<file path="src/rtl/tile_rx_pkg.sv">
// Shared definitions for the tile receive arbiter: FSM states, width codes
// and the width / beats-per-tile helpers.
package tile_rx_pkg;

  typedef enum logic [1:0] {
    IDLE      = 2'd0,
    BURST     = 2'd1,
    WAIT_DONE = 2'd2
  } state_t;

  localparam logic [1:0] W128     = 2'd0;
  localparam logic [1:0] W256     = 2'd1;
  localparam logic [1:0] W512     = 2'd2;
  localparam logic [1:0] WILLEGAL = 2'd3;

  // Beat width in bits for a width code; 0 for the illegal code.
  function automatic logic [31:0] width_bits(input logic [1:0] code);
    case (code)
      W128:    return 32'd128;
      W256:    return 32'd256;
      W512:    return 32'd512;
      default: return 32'd0;
    endcase
  endfunction

  // Number of beats that make up one tile of 32-bit pixels.
  function automatic int unsigned beats_per_tile(input int unsigned tile_size,
                                                 input logic [1:0]  code);
    logic [31:0] w;
    w = width_bits(code);
    if (w == 32'd0) return 0;
    return (32 * tile_size * tile_size) / w;
  endfunction

endpackage

</file>
<file path="src/rtl/tile_rx_arb_if.sv">
// Requester / datapath bus of the tile receive arbiter.
// slave: arbiter side, master: requesters plus planar-split datapath.
interface tile_rx_arb_if #(
  parameter int DW = 512
);
  logic          s0_valid;
  logic [DW-1:0] s0_data;
  logic          s0_ready;
  logic          s1_valid;
  logic [DW-1:0] s1_data;
  logic          s1_ready;
  logic          m_valid;
  logic [DW-1:0] m_data;
  logic [31:0]   m_width;
  logic          m_src;
  logic          tile_done;

  modport slave (
    input  s0_valid, s0_data, s1_valid, s1_data, tile_done,
    output s0_ready, s1_ready, m_valid, m_data, m_width, m_src
  );

  modport master (
    output s0_valid, s0_data, s1_valid, s1_data, tile_done,
    input  s0_ready, s1_ready, m_valid, m_data, m_width, m_src
  );
endinterface

</file>
<file path="src/rtl/tile_rx_rr.sv">
// Two-way round-robin arbiter. Requester 0 has priority after reset; on a
// conflict the requester not granted last wins. While lock is high no grant
// is issued and the priority pointer holds.
module tile_rx_rr (
  input  logic       clk,
  input  logic       rst_n,
  input  logic [1:0] req,
  input  logic       lock,
  output logic       gnt_vld,
  output logic       gnt_idx
);

  logic prio;

  // Pick the winner from the current requests and priority pointer.
  always_comb begin
    gnt_vld = 1'b0;
    gnt_idx = 1'b0;
    if (!lock && (req != 2'b00)) begin
      gnt_vld = 1'b1;
      if (req == 2'b11) gnt_idx = prio;
      else              gnt_idx = req[1];
    end
  end

  // Hand priority to the other requester after every grant.
  always_ff @(posedge clk or negedge rst_n) begin
    if (!rst_n)       prio <= 1'b0;
    else if (gnt_vld) prio <= ~gnt_idx;
  end

endmodule

</file>
<file path="src/rtl/tile_rx_arb.sv">
// Tile receive arbiter: grants one of two requesters for a whole tile,
// forwards its beats with zero latency and waits for tile_done before the
// next grant. Optional feature: TILE_RX_ARB_STATS_EN adds per-requester
// saturating tile counters (tiles0 / tiles1).
module tile_rx_arb
  import tile_rx_pkg::*;
#(
  parameter int TILE_SIZE = 8,
  parameter int DW        = 512
) (
  input  logic         clk,
  input  logic         rst_n,
  input  logic [1:0]   cfg_width,
  tile_rx_arb_if.slave bus,
  output logic         cfg_err,
  output logic         busy
`ifdef TILE_RX_ARB_STATS_EN
  ,
  output logic [15:0]  tiles0,
  output logic [15:0]  tiles1
`endif
);

  // Counter wide enough for the largest tile (narrowest beat).
  localparam int CNT_W = $clog2(((32 * TILE_SIZE * TILE_SIZE) / 128) + 2);

  state_t          state, state_nxt;
  logic [CNT_W-1:0] cnt, cnt_nxt;
  logic            src;
  logic [31:0]     width_q;
  logic [1:0]      req;
  logic            lock;
  logic            gnt_vld;
  logic            gnt_idx;
  logic            sel_valid;
  logic [DW-1:0]   sel_data;
  logic [DW-1:0]   fwd_data;
  logic            done_ok;

  assign req       = {bus.s1_valid, bus.s0_valid};
  // No grant outside IDLE and never on the illegal width code.
  assign lock      = (state != IDLE) || (cfg_width == WILLEGAL);
  assign sel_valid = src ? bus.s1_valid : bus.s0_valid;
  assign sel_data  = src ? bus.s1_data  : bus.s0_data;
  assign done_ok   = (state == WAIT_DONE) && bus.tile_done;

  tile_rx_rr u_rr (
    .clk     (clk),
    .rst_n   (rst_n),
    .req     (req),
    .lock    (lock),
    .gnt_vld (gnt_vld),
    .gnt_idx (gnt_idx)
  );

  // Next-state, beat counter and combinational bus outputs.
  always_comb begin
    state_nxt    = state;
    cnt_nxt      = cnt;
    bus.s0_ready = 1'b0;
    bus.s1_ready = 1'b0;
    bus.m_valid  = 1'b0;
    fwd_data     = '0;
    case (state)
      IDLE: begin
        if (gnt_vld) begin
          state_nxt = BURST;
          cnt_nxt   = CNT_W'(beats_per_tile(TILE_SIZE, cfg_width));
        end
      end
      BURST: begin
        bus.s0_ready = ~src;
        bus.s1_ready = src;
        bus.m_valid  = sel_valid;
        fwd_data     = sel_data;
        if (sel_valid) begin
          cnt_nxt = cnt - CNT_W'(1);
          if (cnt == CNT_W'(1)) state_nxt = WAIT_DONE;
        end
      end
      WAIT_DONE: begin
        if (bus.tile_done) state_nxt = IDLE;
      end
      default: state_nxt = IDLE;
    endcase
  end

  assign bus.m_data  = fwd_data;
  assign bus.m_width = width_q;
  assign bus.m_src   = src;
  assign busy        = (state != IDLE);

  // State, count and per-tile latches; cfg_err flags each refused grant.
  always_ff @(posedge clk or negedge rst_n) begin
    if (!rst_n) begin
      state   <= IDLE;
      cnt     <= '0;
      src     <= 1'b0;
      width_q <= '0;
      cfg_err <= 1'b0;
    end else begin
      state   <= state_nxt;
      cnt     <= cnt_nxt;
      if (gnt_vld) begin
        src     <= gnt_idx;
        width_q <= width_bits(cfg_width);
      end
      cfg_err <= (state == IDLE) && (|req) && (cfg_width == WILLEGAL);
    end
  end

`ifdef TILE_RX_ARB_STATS_EN
  // Count completed tiles per owning requester, saturating at all-ones.
  always_ff @(posedge clk or negedge rst_n) begin
    if (!rst_n) begin
      tiles0 <= '0;
      tiles1 <= '0;
    end else if (done_ok) begin
      if (!src && (tiles0 != 16'hFFFF)) tiles0 <= tiles0 + 16'd1;
      if ( src && (tiles1 != 16'hFFFF)) tiles1 <= tiles1 + 16'd1;
    end
  end
`else
  logic unused_done;
  assign unused_done = done_ok;
`endif

endmodule

</file>
<file path="src/flat_wrapper.sv">
// flat-port wrapper written by rule: the top's interface ports become plain ports
module tile_rx_arb_flat import tile_rx_pkg::*;
#(
  parameter int TILE_SIZE = 8,
  parameter int DW        = 512
)
  (clk, rst_n, cfg_width, cfg_err, busy, bus_s0_valid, bus_s0_data, bus_s1_valid, bus_s1_data, bus_tile_done, bus_s0_ready, bus_s1_ready, bus_m_valid, bus_m_data, bus_m_width, bus_m_src);
  tile_rx_arb_if #(.DW(DW)) bus_i ();
  input  logic clk;
  input  logic rst_n;
  input  logic [1:0] cfg_width;
  output logic cfg_err;
  output logic busy;
  input wire logic [$bits(bus_i.s0_valid)-1:0] bus_s0_valid;
  input wire logic [$bits(bus_i.s0_data)-1:0] bus_s0_data;
  input wire logic [$bits(bus_i.s1_valid)-1:0] bus_s1_valid;
  input wire logic [$bits(bus_i.s1_data)-1:0] bus_s1_data;
  input wire logic [$bits(bus_i.tile_done)-1:0] bus_tile_done;
  output wire logic [$bits(bus_i.s0_ready)-1:0] bus_s0_ready;
  output wire logic [$bits(bus_i.s1_ready)-1:0] bus_s1_ready;
  output wire logic [$bits(bus_i.m_valid)-1:0] bus_m_valid;
  output wire logic [$bits(bus_i.m_data)-1:0] bus_m_data;
  output wire logic [$bits(bus_i.m_width)-1:0] bus_m_width;
  output wire logic [$bits(bus_i.m_src)-1:0] bus_m_src;
  assign bus_i.s0_valid = bus_s0_valid;
  assign bus_i.s0_data = bus_s0_data;
  assign bus_i.s1_valid = bus_s1_valid;
  assign bus_i.s1_data = bus_s1_data;
  assign bus_i.tile_done = bus_tile_done;
  assign bus_s0_ready = bus_i.s0_ready;
  assign bus_s1_ready = bus_i.s1_ready;
  assign bus_m_valid = bus_i.m_valid;
  assign bus_m_data = bus_i.m_data;
  assign bus_m_width = bus_i.m_width;
  assign bus_m_src = bus_i.m_src;
  tile_rx_arb #(.TILE_SIZE(TILE_SIZE), .DW(DW)) u_core (.clk(clk), .rst_n(rst_n), .cfg_width(cfg_width), .bus(bus_i), .cfg_err(cfg_err), .busy(busy));
endmodule
</file>
<file path="config.mk">
export PLATFORM = sky130hd
export DESIGN_NAME = tile_rx_arb_flat
export DESIGN_NICKNAME = d
export VERILOG_FILES = /design/src/rtl/tile_rx_pkg.sv /design/src/rtl/tile_rx_arb_if.sv /design/src/rtl/tile_rx_rr.sv /design/src/rtl/tile_rx_arb.sv /design/src/flat_wrapper.sv
export SDC_FILE = /design/constraint.sdc
export NUM_CORES = 1
export LEC_CHECK = 0
export CAP_MARGIN = 5
export CORE_AREA = 2 2 608 610
export DETAILED_ROUTE_END_ITERATION = 6
export DIE_AREA = 0 0 610 612
export PLACE_DENSITY = 0.3
export RECOVER_POWER = 25
export SETUP_SLACK_MARGIN = 0.3
export SLEW_MARGIN = 20
export SYNTH_ARGS = -nofsm -noshare
export SYNTH_HDL_FRONTEND = slang
export SYNTH_HIERARCHICAL = 1
export SYNTH_SLANG_ARGS = --single-unit
</file>
<file path="constraint.sdc">
create_clock -name clk -period 3.5 [get_ports clk]
set_clock_uncertainty 0.2 [all_clocks]
set_input_delay 0.525 -clock clk [delete_from_list [all_inputs] [get_ports clk]]
set_output_delay 0.525 -clock clk [all_outputs]
set_load 0.02 [all_outputs]
</file>
==> impl_metrics.ini, run 1 <==
[routing]
first_pass_iters = 5
drc_errors = 0
routed_wl_mm = 288
dr.first_iter.drc_count = 1262
wire_per_inst_um = 37.3
ant_nets = 0
avgViaCountPerCell = 2.31
dr_total_vias = 17800

[placement]
port_buffers = 1551
dp_slack_ns = 0.221
gp_congestion = 1.36
place_hpwl_mm = 272
dp.cells = 7580
place_area_um2 = 32000

[global_route]
antenna_found_initial = 443
grt_pass1_vias = 16700
grt_overflow = 0
grt_max_degree = 72
grt_pass1_wl_mm = 324
grt.total_usage = 0.147

[floorplanning]
rows = 223
design.core.area_um2 = 367000
die_w_um = 610
die_area_um2 = 373000
io_pins = 1581
start_util = 0.0242
die_height_um = 612

[min_path]
hold_path_end = u_core/bus.m_width[7]
holdPathStages = 1
min_path_type = reg2reg
holdCritStartpoint = u_core/bus.m_width[7]

[clock_network]
cts_num_sinks = 13
worstSkewPairLatency_ns = 0.24
cts_root_buffer = clkbuf_16
htreeDepth = 1
clockBufferDepth = 2
cts_tree = done
cts_buffers = 3
cts.clk_slew.worst_paths_ns = 0.05

[finish]
syn2layout_area_growth_pct = 257
mostFrequentLayoutCell = clkdlybuf4s50_1
mostFrequentLayoutCells = clkdlybuf4s50_1 (1316), nor2_1 (518), mux2i_1 (508)
final_nets = 3787
stdcell_count = 7720
fillers = 42900
drive_above_1_share = 0.0894
final_area_um2 = 31700

[critical_path]
arrival_ns = 2.64
endpoint_kind = output pin
cp-start-kind = flop
regToRegSetupSlack_ns = 1.19
r2r-start = u_core/state[0]
timing_worst_setup_path_type = reg2out
worst-path-max-fanout = 25
timing.rr.end = u_core/cnt[4]
cp.required_ns = 2.77
cp_slowest_stage_delay_ns = 0.72
crit_top_cell = buf_12
reg2regPathDepth = 6
path_cells = buf_12 -> buf_12 -> buf_12 -> mux2i_1 -> nor2_1 -> buf_12
cp_slowest_cell = mux2i_1

[yosys]
syn_inst = 1242
synth-edff-count = 0
ys_seq_area_frac = 0.0365
ys_warn_count = 6
synthArstFlopShare = 1.00
synth.avg_cell_area_um2 = 7.17
post_synth_instance_area_um2 = 8900
ys_seq_elements = 13
synth_cell_type_count = 38
synth_ff_type = dfrtp_1

[timing]
final.setup.worst_slack_ns = 0.134
fin_crit_sh = 0.962
setup_violations = 0
layout_min_cycle_time_ns = 3.37
grt_setup_unrepaired = true
whs_ns = 0.308
tightestPinTransition_ns = 1.16
max_slew_margin = 0.223
slew_viol_final = 0
tns_ns = 0
fmax_ghz = 0.297
finalHoldViolCount = 0

[pwr]
peakVddDrop_v = 0.000356
power.density_nw_per_um2 = 631
leakage_nw = 9.94

[flow_run]
cap_violations = 0

[status]
status = complete, no violations
[cells by family (layout without fill, tap and decap cells)]
kind of cell | count (synthesis) | count (layout) | share of synthesized area
and+or+nand+nor | 539 | 539 | 0.233
muxes | 519 | 519 | 0.585
buffers and inverters | 153 | 1636 | 0.129
AOI/OAI and AO/OA | 15 | 15 | 0.0132
DFF | 13 | 13 | 0.0365
adders and majority gates | 2 | 2 | 0.00281
other | 1 | 159 | 0.000421
[metal layers]
metal | global-route usage | routed length, um | vias to the layer above | part of all wire
li1 | - | - | 7337 | -
met5 | 0 | 1520 | - | 0.0053
met3 | 0.0874 | 39800 | 754 | 0.14
met1 | 0.149 | 98600 | 7993 | 0.34
met2 | 0.249 | 135000 | 1530 | 0.47
met4 | 0.0491 | 13000 | 224 | 0.045
[power breakdown]
group	switching (mW)	internal (mW)	leakage (nW)
sequential	0.0693	0.212	0.163
combinational	11.6	7.94	9.74
clock	0.0629	0.154	0.0390
[worst max-delay path by stage]
stage / from / endpoint / slack, ns
finish: u_core/bus.m_src / bus_m_data[84] / 0.13
floorplan: u_core/bus.m_src / bus_m_data[100] / 1.33
detailed placement: bus_s1_data[400] / bus_m_data[400] / 0.22
CTS: u_core/bus.m_src / bus_m_data[7] / 0.25
global route: u_core/state[0] / bus_m_data[62] / 0.17
global placement: bus_s1_data[8] / bus_m_data[8] / 0.23
[final cells by class]
class,instances,area (um^2),share of cell area
Timing Repair Buffer,1626,17400,0.547
Multi-Input combinational cell,1104,7560,0.238
Tap cell,4837,6050,0.191
Sequential cell,13,325,0.0102
Antenna cell,130,325,0.0102
Clock buffer,4,78.8,0.00248
Inverter,6,22.5,0.000710
[worst max-delay path: cells and delay by family, from the launching register on]
kind / cells / cell delay, ns
buf+inv: 4 / 0.87
mux: 1 / 0.72
simple gates: 1 / 0.19
flops: 1 / 0.53
[stage by stage]
stage / power [mW] / util
CTS: 21.3 / 0.0874
detailed placement: 20.9 / 0.0870
floorplan: 8.08 / -
global placement: 21.0 / 0.0870
finish: 20.0 / 0.0864
global route: 20.8 / 0.0860
[state kept, by name, indices dropped and copies added, names as in the netlist]
signal and flops:
u_core/bus.m_src 1, u_core/state 2, u_core/u_rr/prio 1, u_core/cnt 5
u_core/cfg_err 1, u_core/bus.m_width 3
[repair_timing]
item / CTS / global route
gates cloned: 1 / 3
resized for setup: 9 / 18
hold buffers: 0 / 0
setup buffers: 0 / 2
endpoints found under the setup margin: 30 / 55
[synthesized netlist by cell type (4+ instances only)]
cell      number  share of area
buf_8          4         0.0067
dfrtp_1       13          0.037
buf_4         42          0.035
buf_2         38          0.021
mux2_2         5         0.0063
buf_6         43          0.054
nand2_1        4         0.0017
mux2i_1      513           0.58
nor2_1       520           0.22
inv_1          6         0.0025
clkbuf_1      16         0.0067
buf_1          4         0.0017
(Power assumes the default switching activity.)
==> run 2, diff against run 1 <==
--- a/config.mk
+++ b/config.mk
@@ -11,6 +11,7 @@
 export DIE_AREA = 0 0 610 612
 export PLACE_DENSITY = 0.3
 export RECOVER_POWER = 25
+export REMOVE_ABC_BUFFERS = 1
 export SETUP_SLACK_MARGIN = 0.3
 export SLEW_MARGIN = 20
 export SYNTH_ARGS = -nofsm -noshare
==> impl_metrics.ini, run 2 (synthesis results as in run 1) <==
[floorplanning]
design.core.area_um2 = 367000
rows = 223
die_area_um2 = 373000
start_util = 0.0242
die_height_um = 612
io_pins = 1581
die_w_um = 610

[clock_network]
clockBufferDepth = 2
postCtsHoldBufs = 0
cts_num_sinks = 13
htreeDepth = 1
worstSkewPairLatency_ns = 0.24
cts_tree = done
cts_buffers = 3
cts_root_buffer = clkbuf_16
cts.clk_slew.worst_paths_ns = 0.05

[global_route]
grt.total_usage = 0.158
grt_overflow = 0
grt_max_degree = 88
antenna_found_initial = 498
grt_pass1_wl_mm = 344
grt_pass1_vias = 16600

[finish]
final_nets = 3797
drive_above_1_share = 0.123
final_area_um2 = 31600
syn2layout_area_growth_pct = 255
top_register = u_core/cnt
utilization = 0.0860
mostFrequentLayoutCell = clkdlybuf4s50_1
largest_reg_flops = 5
mostFrequentLayoutCells = clkdlybuf4s50_1 (1222), nor2_1 (520), mux2i_1 (513)

[routing]
dr.first_iter.drc_count = 788
dr_total_vias = 17700
first_pass_iters = 5
avgViaCountPerCell = 2.31
ant_nets = 0
drc_errors = 0
routed_wl_mm = 308
wire_per_inst_um = 40.1

[placement]
gp_congestion = 0.917
port_buffers = 1551
place_area_um2 = 32000
dp_slack_ns = 0.183
place_hpwl_mm = 295

[status]
status = complete, no violations

[pwr]
peakVddDrop_v = 0.000273
power.density_nw_per_um2 = 638
leakage_nw = 10.0

[critical_path]
worst-path-max-fanout = 43
cp_slowest_cell = mux2i_1
cp-start-kind = flop
endpoint_kind = output pin
cp_slowest_stage_delay_ns = 0.55
critPathBufInv = 5
path_delay_family = buffers and inverters
cp.required_ns = 2.77
path_cells = buf_12 -> buf_12 -> buf_12 -> buf_4 -> mux2i_1 -> nor2_1 -> buf_12
crit_top_cell = buf_12
arrival_ns = 2.50
timing_worst_setup_path_type = reg2out

[timing]
tns_ns = 0
fin_crit_sh = 0.921
grt_setup_unrepaired = false
setup_violations = 0
max_slew_margin = 0.313
final.setup.worst_slack_ns = 0.276
finalHoldViolCount = 0
slew_viol_final = 0
fmax_ghz = 0.310
tightestPinTransition_ns = 1.04
layout_min_cycle_time_ns = 3.22

[flow_run]
cap_violations = 0

[min_path]
min_path_type = reg2reg
[run 2: path summary, 6_finish.rpt]
kind | startpoint | end | slack, ns | cells past startpoint
worst max register to register | u_core/state[0] | u_core/cnt[1] | 0.91 | 7
worst max-delay path | u_core/bus.m_src | bus_m_data[339] | 0.28 | 7
max in group asynchronous | rst_n | u_core/bus.m_src | 1.95 | 1
worst min register to register | u_core/bus.m_width[8] | u_core/bus.m_width[8] | 0.31 | 1
worst min-delay path | u_core/bus.m_width[8] | u_core/bus.m_width[8] | 0.31 | 1
min in group asynchronous | rst_n | u_core/cfg_err | 0.60 | 1
[run 2: final cells by class]
class | instances | area [um^2]
Antenna cell | 62 | 155
Multi-Input combinational cell | 1104 | 7540
Fill cell | 42900 | 336000
Inverter | 6 | 22.5
Timing Repair Buffer | 1636 | 17400
Clock buffer | 4 | 78.8
Tap cell | 4837 | 6050
Sequential cell | 13 | 329
[run 2: report_power, final]
| group | switching (mW) | internal (mW) |
|---|---|---|
| Combinational | 11.7 | 7.98 |
| Clock | 0.0657 | 0.154 |
| Sequential | 0.0630 | 0.215 |
| Total | 11.8 | 8.35 |
[run 2: per-stage QoR]
step,hold WS (ns),instances,power (mW)
global placement,0.283,7589,21.5
detailed placement,0.297,7589,21.4
CTS,0.308,7600,21.8
floorplan,0.0294,1123,4.86
global route,0.330,7616,21.1
finish,0.311,7662,20.1
[run 2: routing by layer]
metal	share of wire	vias to the layer above	GRT usage
met1	0.35	7807	0.158
met4	0.021	306	0.0116
met3	0.14	798	0.104
met2	0.49	1507	0.281
met5	0.0066	-	0
li1	-	7277	-
[run 2: timing repair]
action | in CTS | in global routing
setup buffers | 7 | 0
gates resized for setup | 2 | 2
endpoints found under the setup margin | 259 | 13
==> run 3, diff against run 2 <==
--- a/config.mk
+++ b/config.mk
@@ -7,6 +7,7 @@
 export LEC_CHECK = 0
 export CAP_MARGIN = 5
 export CORE_AREA = 2 2 608 610
+export CTS_CLUSTER_SIZE = 14
 export DETAILED_ROUTE_END_ITERATION = 6
 export DIE_AREA = 0 0 610 612
 export PLACE_DENSITY = 0.3
==> results of run 3 <==
Final layout, timing and power as in run 2 (identical DEF).
